--- src/rtl/zone_stat.sv ---
// zone_stat: per-zone max / mean / gray statistics over a raster gray stream.
// Ports: clk, rst_n (async low); pix_valid/pix_sof/pix_gray pixel input;
//        zone_valid/zone_ready handshake with zone_idx, zone_max, zone_mean,
//        zone_gray; frame_done pulse on last zone transfer; sticky overflow.
module zone_stat #(
    parameter int IMG_W  = 64,
    parameter int IMG_H  = 32,
    parameter int ZONE_W = 16,
    parameter int ZONE_H = 16,
    localparam int ZX = IMG_W / ZONE_W,
    localparam int ZY = IMG_H / ZONE_H,
    localparam int NZ = ZX * ZY,
    localparam int IW = (NZ > 1) ? $clog2(NZ) : 1
) (
    input  logic          clk,
    input  logic          rst_n,
    input  logic          pix_valid,
    input  logic          pix_sof,
    input  logic [7:0]    pix_gray,
    output logic          zone_valid,
    input  logic          zone_ready,
    output logic [IW-1:0] zone_idx,
    output logic [7:0]    zone_max,
    output logic [7:0]    zone_mean,
    output logic [7:0]    zone_gray,
    output logic          frame_done,
    output logic          overflow
);
    localparam int ZA  = $clog2(ZONE_W * ZONE_H);
    localparam int SW  = 8 + ZA;
    localparam int ZB  = $clog2(ZONE_W);
    localparam int ZHB = $clog2(ZONE_H);
    localparam int XW  = (IMG_W > 1) ? $clog2(IMG_W) : 1;
    localparam int YW  = (IMG_H > 1) ? $clog2(IMG_H) : 1;
    localparam int CW  = (ZX > 1) ? $clog2(ZX) : 1;

    localparam logic [XW-1:0] XM = XW'(ZONE_W - 1);
    localparam logic [YW-1:0] YM = YW'(ZONE_H - 1);

    typedef enum logic { IN_IDLE, IN_ACTIVE } in_st_t;
    typedef enum logic { O_EMPTY, O_DRAIN } out_st_t;

    in_st_t  in_st;
    out_st_t out_st;

    logic [XW-1:0] x_q;
    logic [YW-1:0] y_q;
    logic [CW-1:0] k_q;

    logic [SW-1:0] acc_sum [ZX];
    logic [7:0]    acc_max [ZX];
    logic [SW-1:0] nxt_sum [ZX];
    logic [7:0]    nxt_max [ZX];
    logic [7:0]    ob_max  [ZX];
    logic [7:0]    ob_mean [ZX];

    logic          take;
    logic [XW-1:0] cur_x;
    logic [YW-1:0] cur_y;
    logic [CW-1:0] col;
    logic          first;
    logic          x_last;
    logic          y_last;
    logic          row_done;
    logic          xfer;
    logic          last_k;
    logic [CW-1:0] kn;
    logic [8:0]    gsum;

    // A start-of-frame pixel is always position (0,0), whatever the FSM state.
    assign take     = pix_valid && (pix_sof || in_st == IN_ACTIVE);
    assign cur_x    = pix_sof ? '0 : x_q;
    assign cur_y    = pix_sof ? '0 : y_q;
    assign col      = CW'(cur_x >> ZB);
    assign first    = ((cur_x & XM) == '0) && ((cur_y & YM) == '0);
    assign x_last   = cur_x == XW'(IMG_W - 1);
    assign y_last   = cur_y == YW'(IMG_H - 1);
    assign row_done = take && x_last && ((cur_y & YM) == YM);

    assign zone_valid = out_st == O_DRAIN;
    assign xfer       = zone_valid && zone_ready;
    assign last_k     = k_q == CW'(ZX - 1);
    assign kn         = k_q + 1'b1;
    assign gsum       = {1'b0, zone_max} + {1'b0, zone_mean};
    assign zone_gray  = gsum[8:1];
    assign frame_done = xfer && zone_idx == IW'(NZ - 1);

    // Next accumulator contents including the current pixel; the first pixel
    // of a zone in a new zone row overwrites the stale entry.
    always_comb begin
        for (int c = 0; c < ZX; c++) begin
            nxt_sum[c] = acc_sum[c];
            nxt_max[c] = acc_max[c];
            if (take && col == CW'(c)) begin
                if (first) begin
                    nxt_sum[c] = SW'(pix_gray);
                    nxt_max[c] = pix_gray;
                end else begin
                    nxt_sum[c] = acc_sum[c] + SW'(pix_gray);
                    if (pix_gray > acc_max[c])
                        nxt_max[c] = pix_gray;
                end
            end
        end
    end

    always_ff @(posedge clk or negedge rst_n) begin
        if (!rst_n) begin
            in_st     <= IN_IDLE;
            out_st    <= O_EMPTY;
            x_q       <= '0;
            y_q       <= '0;
            k_q       <= '0;
            zone_idx  <= '0;
            zone_max  <= '0;
            zone_mean <= '0;
            overflow  <= 1'b0;
            for (int c = 0; c < ZX; c++) begin
                acc_sum[c] <= '0;
                acc_max[c] <= '0;
                ob_max[c]  <= '0;
                ob_mean[c] <= '0;
            end
        end else begin
            if (take) begin
                in_st <= IN_ACTIVE;
                for (int c = 0; c < ZX; c++) begin
                    acc_sum[c] <= nxt_sum[c];
                    acc_max[c] <= nxt_max[c];
                end
                if (x_last) begin
                    x_q <= '0;
                    if (y_last) begin
                        y_q   <= '0;
                        in_st <= IN_IDLE;
                    end else begin
                        y_q <= cur_y + 1'b1;
                    end
                end else begin
                    x_q <= cur_x + 1'b1;
                    y_q <= cur_y;
                end
            end

            if (take && pix_sof)
                overflow <= 1'b0;

            // A row load wins over any transfer; it only loses data if the
            // old row still had zones after the one leaving this cycle.
            if (row_done) begin
                for (int c = 0; c < ZX; c++) begin
                    ob_max[c]  <= nxt_max[c];
                    ob_mean[c] <= nxt_sum[c][SW-1 -: 8];
                end
                out_st    <= O_DRAIN;
                k_q       <= '0;
                zone_idx  <= IW'(int'(cur_y >> ZHB) * ZX);
                zone_max  <= nxt_max[0];
                zone_mean <= nxt_sum[0][SW-1 -: 8];
                if (zone_valid && !(xfer && last_k))
                    overflow <= 1'b1;
            end else if (xfer) begin
                if (last_k) begin
                    out_st <= O_EMPTY;
                end else begin
                    k_q       <= kn;
                    zone_idx  <= zone_idx + 1'b1;
                    zone_max  <= ob_max[kn];
                    zone_mean <= ob_mean[kn];
                end
            end
        end
    end
endmodule

--- config.mk ---
export PLATFORM = sky130hd
export DESIGN_NAME = zone_stat
export DESIGN_NICKNAME = d
export VERILOG_FILES = /design/src/rtl/zone_stat.sv
export SDC_FILE = /design/constraint.sdc
export NUM_CORES = 1
export LEC_CHECK = 0
export BUFFER_PORTS_ARGS = -buffer_cell sky130_fd_sc_hd__buf_2
export CORE_ASPECT_RATIO = 2
export CORE_MARGIN = 3
export CORE_UTILIZATION = 49
export CTS_BUF_LIST = sky130_fd_sc_hd__clkbuf_16
export DETAILED_ROUTE_END_ITERATION = 8
export PLACE_DENSITY_LB_ADDON = 0.2
export REMOVE_ABC_BUFFERS = 1
export SYNTH_ARGS = -nofsm -noshare
export SYNTH_HDL_FRONTEND = slang
export SYNTH_SLANG_ARGS = --single-unit
--- constraint.sdc ---
create_clock -name clk -period 2.46 [get_ports clk]
set_input_delay 0.123 -clock clk [delete_from_list [all_inputs] [get_ports clk]]
set_output_delay 0.123 -clock clk [all_outputs]
set_load 0.05 [all_outputs]
==> reports/results.tsv, run 1 <==
metric	value	unit
EDFF count, synth	0	
Mean Syn Cell Area	9.87	um^2
CP Launch Type	register	
Slew headroom	58.4	%
global-route wire length before repair	48100	um
Clock Latency Late Sink	0.45	ns
placer congestion estimate	0.838	
initial DRC count	535	
Worst Path Buf+Inv	1	
Root Buffer	clkbuf_16	
hold path cells	4	
FF-to-FF Start	acc_sum[16]$_DFFE_PN0P_	
Yosys Warn Count	0	
Req. time, crit path	2.34	ns
Worst Path Arrival	2.27	ns
Core ar.	22800	um^2
Tot GR Track Use	24.5	%
post-synthesis instance area	11400	um^2
post-layout min period	2.40	ns
CP Max Fanout	3	
Port Buffers	42	
Longest Clk Path Bufs	2	
Worst Hold Path EP	zone_valid$_DFFE_PN0P_	
worst min path class	in -> reg	
Chip Height	222	um
WL/cell	19.4	um
CP top delay family	compound AO/OA/AOI/OAI gates	
clock sink total	195	
PnR worst setup slack	0.0644	ns
final instance area	13000	um^2
Synth Flop Type	dfrtp_1	
grt ovf	0	
row cnt	78	
final hold violations	0	
Via Count	9028	
Sum Neg Setup Slack	0	ns
placed cell count	1496	
clock-pin slew on the worst setup and hold paths	0.07	ns
outcome	finished clean	
R2R cell count	9	
vias in the first global route	9422	
Max Freq	417	MHz
Setup WS pre-CTS	-0.0323	ns
H-tree levels	4	
Worst Tran Pin Value	0.622	ns
Num CTS Buffers	17	
DP Area	12300	um^2
asr flop ratio synth	100	%
peak supply drop	0.000695	V
area added between synthesis and finish	13.8	%
nets	1334	
final cell count without fillers	1529	
worst-path cell chain	ha_4 > nor2b_1 > o21ai_0 > nand2b_1 > a21o_1 > a21oi_2 > xnor2_1 > buf_4	
Initial Util	50.1	%
Die Span X	114	um
crit path kind	reg -> out	
fin. max-slew vios	0	
Die ar.	25300	um^2
largest net degree at the start of global routing	69	
router iterations before antenna repair	7	
RSZ-0062 raised after global routing	true	
Antenna Nets Post-Route	0	
Max Cap Viol	0	
R2R Setup Slk	0.11	ns
detailed placer's ending HPWL	22800	um
Residual DRC	0	
I/O pin count	43	
TritonCTS clock tree	built	
CP Capture Type	primary output	
HP Start	zone_ready	
slowest cell on the critical path	dfrtp_2	
layout cells sized above 1	18.3	%
Antenna diodes	0	
Seq cells post-synth	195	
Critical Path Max Stage Delay	0.46	ns
Fin Clk Skew	0.0111	ns
drt total wl	29600	um
library cells used by synthesis	82	
RR Endpoint	ob_mean[8]$_DFFE_PN0P_	
Seq/Total Area, Yosys	42.7	%
DR vias/cell	5.90	
Setup violations, final	0	
Final Cycle Share	97.4	%
PwrDens	706	nW/um^2
Cells after Synth	1159	
Final Power	0.00919	W
Leak	6.30	nW
antenna violations before repair	0	
[logic make-up after synthesis]
| family | share of synthesized area [%] |
|---|---|
| simple gates | 14.6 |
| compound gates | 17.1 |
| fa+ha+maj | 9.52 |
| mux | 9.29 |
| xor+xnor | 2.76 |
| flops | 42.7 |
| buf+inv | 4.10 |
[how the worst max path moves through the flow]
stage                                 start                      end  cells past startpoint
floorplan                x_q[0]$_DFFE_PN0P_  zone_max[0]$_DFFE_PN0P_                      8
global placement    acc_sum[48]$_DFFE_PN0P_  ob_mean[30]$_DFFE_PN0P_                      9
detailed placement  acc_sum[48]$_DFFE_PN0P_  ob_mean[30]$_DFFE_PN0P_                      9
CTS                 zone_max[1]$_DFFE_PN0P_             zone_gray[7]                      9
global route        zone_max[4]$_DFFE_PN0P_             zone_gray[6]                      8
finish              zone_max[2]$_DFFE_PN0P_             zone_gray[5]                      8
[flip-flops by register name, indices dropped and copies added, names as in the netlist]
signal / flops
zone_valid: 1
acc_sum: 64
overflow: 1
ob_mean: 32
in_st: 1
y_q: 5
ob_max: 32
k_q: 2
zone_mean: 8
zone_idx: 3
acc_max: 32
zone_max: 8
x_q: 6
[report_power, final]
part           total [W]  internal (W)  switching, W
clock network    0.00276       0.00148       0.00127
logic            0.00265       0.00115       0.00150
registers        0.00378       0.00353      0.000254
[area by class of cell]
cell class,instances,area [um^2]
Fill cell,2044,9820
Multi-Input combinational cell,859,6190
Sequential cell,195,4880
Clock inverter,14,141
Timing Repair Buffer,110,818
Clock buffer,17,425
Tap cell,280,350
Inverter,54,203
[cells in the final DEF (no fill, tap or decap), types with 6 or more instances in the layout]
cell type,n
nand3_1,25
or3_1,9
nor2_1,91
a31oi_1,11
xor2_1,18
mux2i_1,27
nand4_1,11
o31ai_1,11
and3_1,9
ha_1,76
buf_2,38
clkbuf_16,17
a211oi_1,8
xnor2_1,18
a21o_1,21
o211ai_1,13
nand2b_1,11
dfrtp_1,193
buf_12,6
mux2_2,32
inv_1,54
mux4_2,16
a21oi_1,67
o21ai_0,60
nand2_1,131
o21ai_1,56
buf_4,63
nor3_1,12
nor2b_1,14
[per-stage QoR]
step,hold WS (ns),utilization [%]
final,0.0359,57.0
after global routing,0.0357,57.0
after CTS,0.0130,56.7
after detailed placement,0.117,54.0
after global placement,0.113,54.0
after floorplan,-0.173,-
[cell usage after synthesis, types with 16 or more instances]
| library cell | number | area, um^2 |
|---|---|---|
| ha_1 | 79 | 988 |
| nand3_1 | 25 | 125 |
| mux2_2 | 32 | 360 |
| mux4_2 | 16 | 360 |
| mux2i_1 | 27 | 270 |
| inv_1 | 53 | 199 |
| xnor2_1 | 18 | 158 |
| a21o_1 | 21 | 158 |
| o21ai_1 | 55 | 275 |
| clkbuf_1 | 21 | 78.8 |
| o21ai_0 | 62 | 310 |
| nor2_1 | 93 | 349 |
| a21oi_1 | 69 | 345 |
| dfrtp_1 | 195 | 4880 |
| nand2_1 | 131 | 492 |
| xor2_1 | 18 | 158 |
| buf_2 | 21 | 105 |
[repair_timing]
item	in CTS	in global routing
setup buffers	0	1
resized for setup	11	14
hold buffers	1	0
setup endpoints to repair	5	46
hold endpoints to repair	46	0
gates cloned	0	0
pin swaps	0	4
[tightest hold or removal path: cells and delay by family]
kind	cells	cell delay (ns)
buffers and inverters	1	0.09
AND/OR/NAND/NOR	3	0.22
[per-layer routing]
| layer | up-vias | GRT usage [%] | part of all wire [%] |
|---|---|---|---|
| met1 | 4505 | 25.5 | 36 |
| met5 | - | 0 | 0 |
| met4 | 0 | 11.7 | 4.3 |
| met3 | 65 | 3.33 | 2.2 |
| met2 | 146 | 46.8 | 57 |
| li1 | 4312 | - | - |
Note: power is estimated with default switching activity, not from simulation.
==> run 2, diff against run 1 <==
Settings changed: ABC_AREA from default to 1, CORE_UTILIZATION 49 to 45.
==> run 2 against run 1 <==
First-iteration DRC count rose by 30%; wire length rose by 20%; clock skew fell by 0.0025 ns; clock-buffer cell count did not move; non-clock buffer count fell by 22; via count rose by 16%; die area rose by 11%; total power fell by 0.66%; register-to-register slack improved by 0.12 ns; final cell count rose by 28%; fmax rose by 0.74%; largest power group unchanged.
==> reports/results.tsv, run 2 <==
metric	value	unit
Synth Flop Type	dfrtp_1	
CP Max Fanout	2	
final hold violations	0	
placer congestion estimate	0.886	
Seq cells post-synth	195	
initial DRC count	696	
WL/cell	18.3	um
RR Endpoint	acc_sum[46]$_DFFE_PN0P_	
Max Freq	421	MHz
Antenna diodes	0	
Most Crowded Layer GR	met2	
Worst Hold Path EP	acc_max[24]$_DFFE_PN0P_	
hold path cells	3	
Num CTS Buffers	17	
detailed placer's ending HPWL	27200	um
Clock Latency Late Sink	0.46	ns
worst hold slack	0.0471	ns
library cells used by synthesis	41	
met1 usage	26.2	%
Root Buffer	clkbuf_16	
clock-pin slew on the worst setup and hold paths	0.08	ns
HP Start	pix_gray[0]	
post-synthesis instance area	11700	um^2
FF-to-FF Start	acc_sum[32]$_DFFE_PN0P_	
share of the synthesized area in the top cell type	41.7	%
fill count	2483	
Req. time, crit path	2.34	ns
Longest Clk Path Bufs	2	
fin. max-slew vios	0	
count leader, synth	nand2_1	
peak supply drop	0.000450	V
R2R cell count	11	
DR vias/cell	5.36	
cell taking the most area after synthesis	dfrtp_1	
Port Buffers	42	
Largest register FFs	64	
post-layout min period	2.38	ns
most frequent cells in the layout	nand2_1 (405), dfrtp_1 (194), inv_1 (169)	
grt ovf	0	
Max Cap Viol	0	
final core utilization	51.8	%
Setup WS pre-CTS	0.152	ns
Yosys Warn Count	0	
RSZ-0062 raised after global routing	true	
commonest non-fill, non-tap cell in the layout	nand2_1	
asr flop ratio synth	100	%
M3 GR Usage	3.60	%
area added between synthesis and finish	12.1	%
layout cells sized above 1	9.91	%
I/O pin count	43	
Final Power	0.00913	W
Die ar.	28100	um^2
Residual DRC	0	
grt met2 use	48.8	%
Tot GR Track Use	26.1	%
PnR worst setup slack	0.0821	ns
Synth area leaders	dfrtp_1 (42%), nand2_1 (13%), ha_1 (8.4%), inv_1 (5.4%), nand3_1 (5.2%)	
vias in the first global route	10700	
Final Cycle Share	96.7	%
Initial Util	46.2	%
nets	1698	
Die Span X	120	um
Mean Syn Cell Area	7.61	um^2
crit path kind	reg -> out	
EDFF count, synth	0	
Leak	7.03	nW
worst min path class	in -> reg	
H-tree levels	4	
Synth top cells by count	nand2_1 (406), dfrtp_1 (195), inv_1 (169)	
Slew headroom	62.8	%
TritonCTS clock tree	built	
Seq/Total Area, Yosys	41.7	%
Cells after Synth	1538	
CP Launch Type	register	
global-route wire length before repair	55700	um
PwrDens	696	nW/um^2
Antenna Nets Post-Route	0	
drt total wl	35600	um
Fin Clk Skew	0.00862	ns
router iterations before antenna repair	5	
Worst Path Arrival	2.25	ns
Via Count	10500	
Setup violations, final	0	
largest net degree at the start of global routing	70	
Chip Height	234	um
R2R Setup Slk	0.23	ns
row cnt	82	
CP Capture Type	primary output	
Worst Tran Pin Value	0.552	ns
outcome	finished clean	
Core ar.	25300	um^2
Biggest register	acc_sum	
clock sink total	195	
antenna violations before repair	0	
-- run 2: cell count changes after synthesis, sizes merged, moves of 23 or more --
cell | before | now
and2 | 5 | 28
inv | 54 | 176
mux2 | 38 | 0
mux2i | 27 | 0
nand2 | 132 | 412
nand3 | 28 | 123
nor2 | 95 | 148
-- run 2: layout make-up --
type                    instances  area [um^2]  area share (%)
clock buffers                  17          425            3.24
clock inverters                15          126           0.963
inverters                     177          667            5.08
multi-input cells            1122         5970            45.5
flip-flops and latches        195         4880            37.2
well taps                     336          420            3.20
repair buffers                 88          627            4.78
-- run 2: layer usage --
| metal | vias up | share of wire (%) |
|---|---|---|
| met1 | 4935 | 36 |
| li1 | 5164 | - |
| met2 | 239 | 53 |
| met4 | 0 | 8.0 |
| met5 | - | 0 |
| met3 | 123 | 2.9 |
-- run 2: cells by family after synthesis --
group                    count (synthesis)  synth area share, %
XOR/XNOR                                13                0.973
AND/OR/NAND/NOR                        757                 27.7
flip-flops                             195                 41.7
adder cells (fa/ha/maj)                 84                 9.30
buffers and inverters                  221                 7.57
AO/OA/AOI/OAI                          268                 12.7
-- run 2: repair_timing --
action	in CTS	in global routing
hold endpoints to repair	47	0
gates resized for setup	10	6
pin swaps	0	2
hold buffers	2	0
buffers inserted	3	3
endpoints found under the setup margin	4	5
-- run 2: worst max path at each step --
stage / start / end / slack, ns / cells past startpoint
final: zone_max[0]$_DFFE_PN0P_ / zone_gray[7] / 0.08 / 10
after floorplan: in_st$_DFFE_PN0P_ / zone_idx[2]$_DFFE_PN0P_ / -0.42 / 9
after global routing: zone_max[0]$_DFFE_PN0P_ / zone_gray[7] / -0.08 / 10
after CTS: zone_max[3]$_DFFE_PN0P_ / zone_gray[7] / 0.004 / 10
after detailed placement: pix_gray[0] / zone_mean[0]$_DFFE_PN0P_ / 0.15 / 12
after global placement: pix_gray[0] / zone_mean[0]$_DFFE_PN0P_ / 0.19 / 12
-- run 2: worst max-delay path, cell delays in order (launching register included) --
cell	delay (ns)
dfrtp_1	0.41
nand2_2	0.11
fa_2	0.40
o21ai_2	0.18
nand2_1	0.07
nand2_1	0.08
a21oi_2	0.08
inv_1	0.07
a21oi_2	0.05
o21bai_1	0.13
buf_4	0.22
-- run 2: where the power goes --
part | internal (W) | switching [W]
clock | 0.00132 | 0.00138
sequential | 0.00355 | 0.000215
combinational | 0.000968 | 0.00168
total | 0.00585 | 0.00328
-- run 2: stage by stage --
step	instance area [um^2]	std cells	setup TNS, ns
after floorplan	11500	1494	-19.83
after global placement	12500	1910	0
after detailed placement	12500	1910	0
after CTS	13100	1947	0
after global routing	13100	1950	-0.0944
final	13100	1950	0
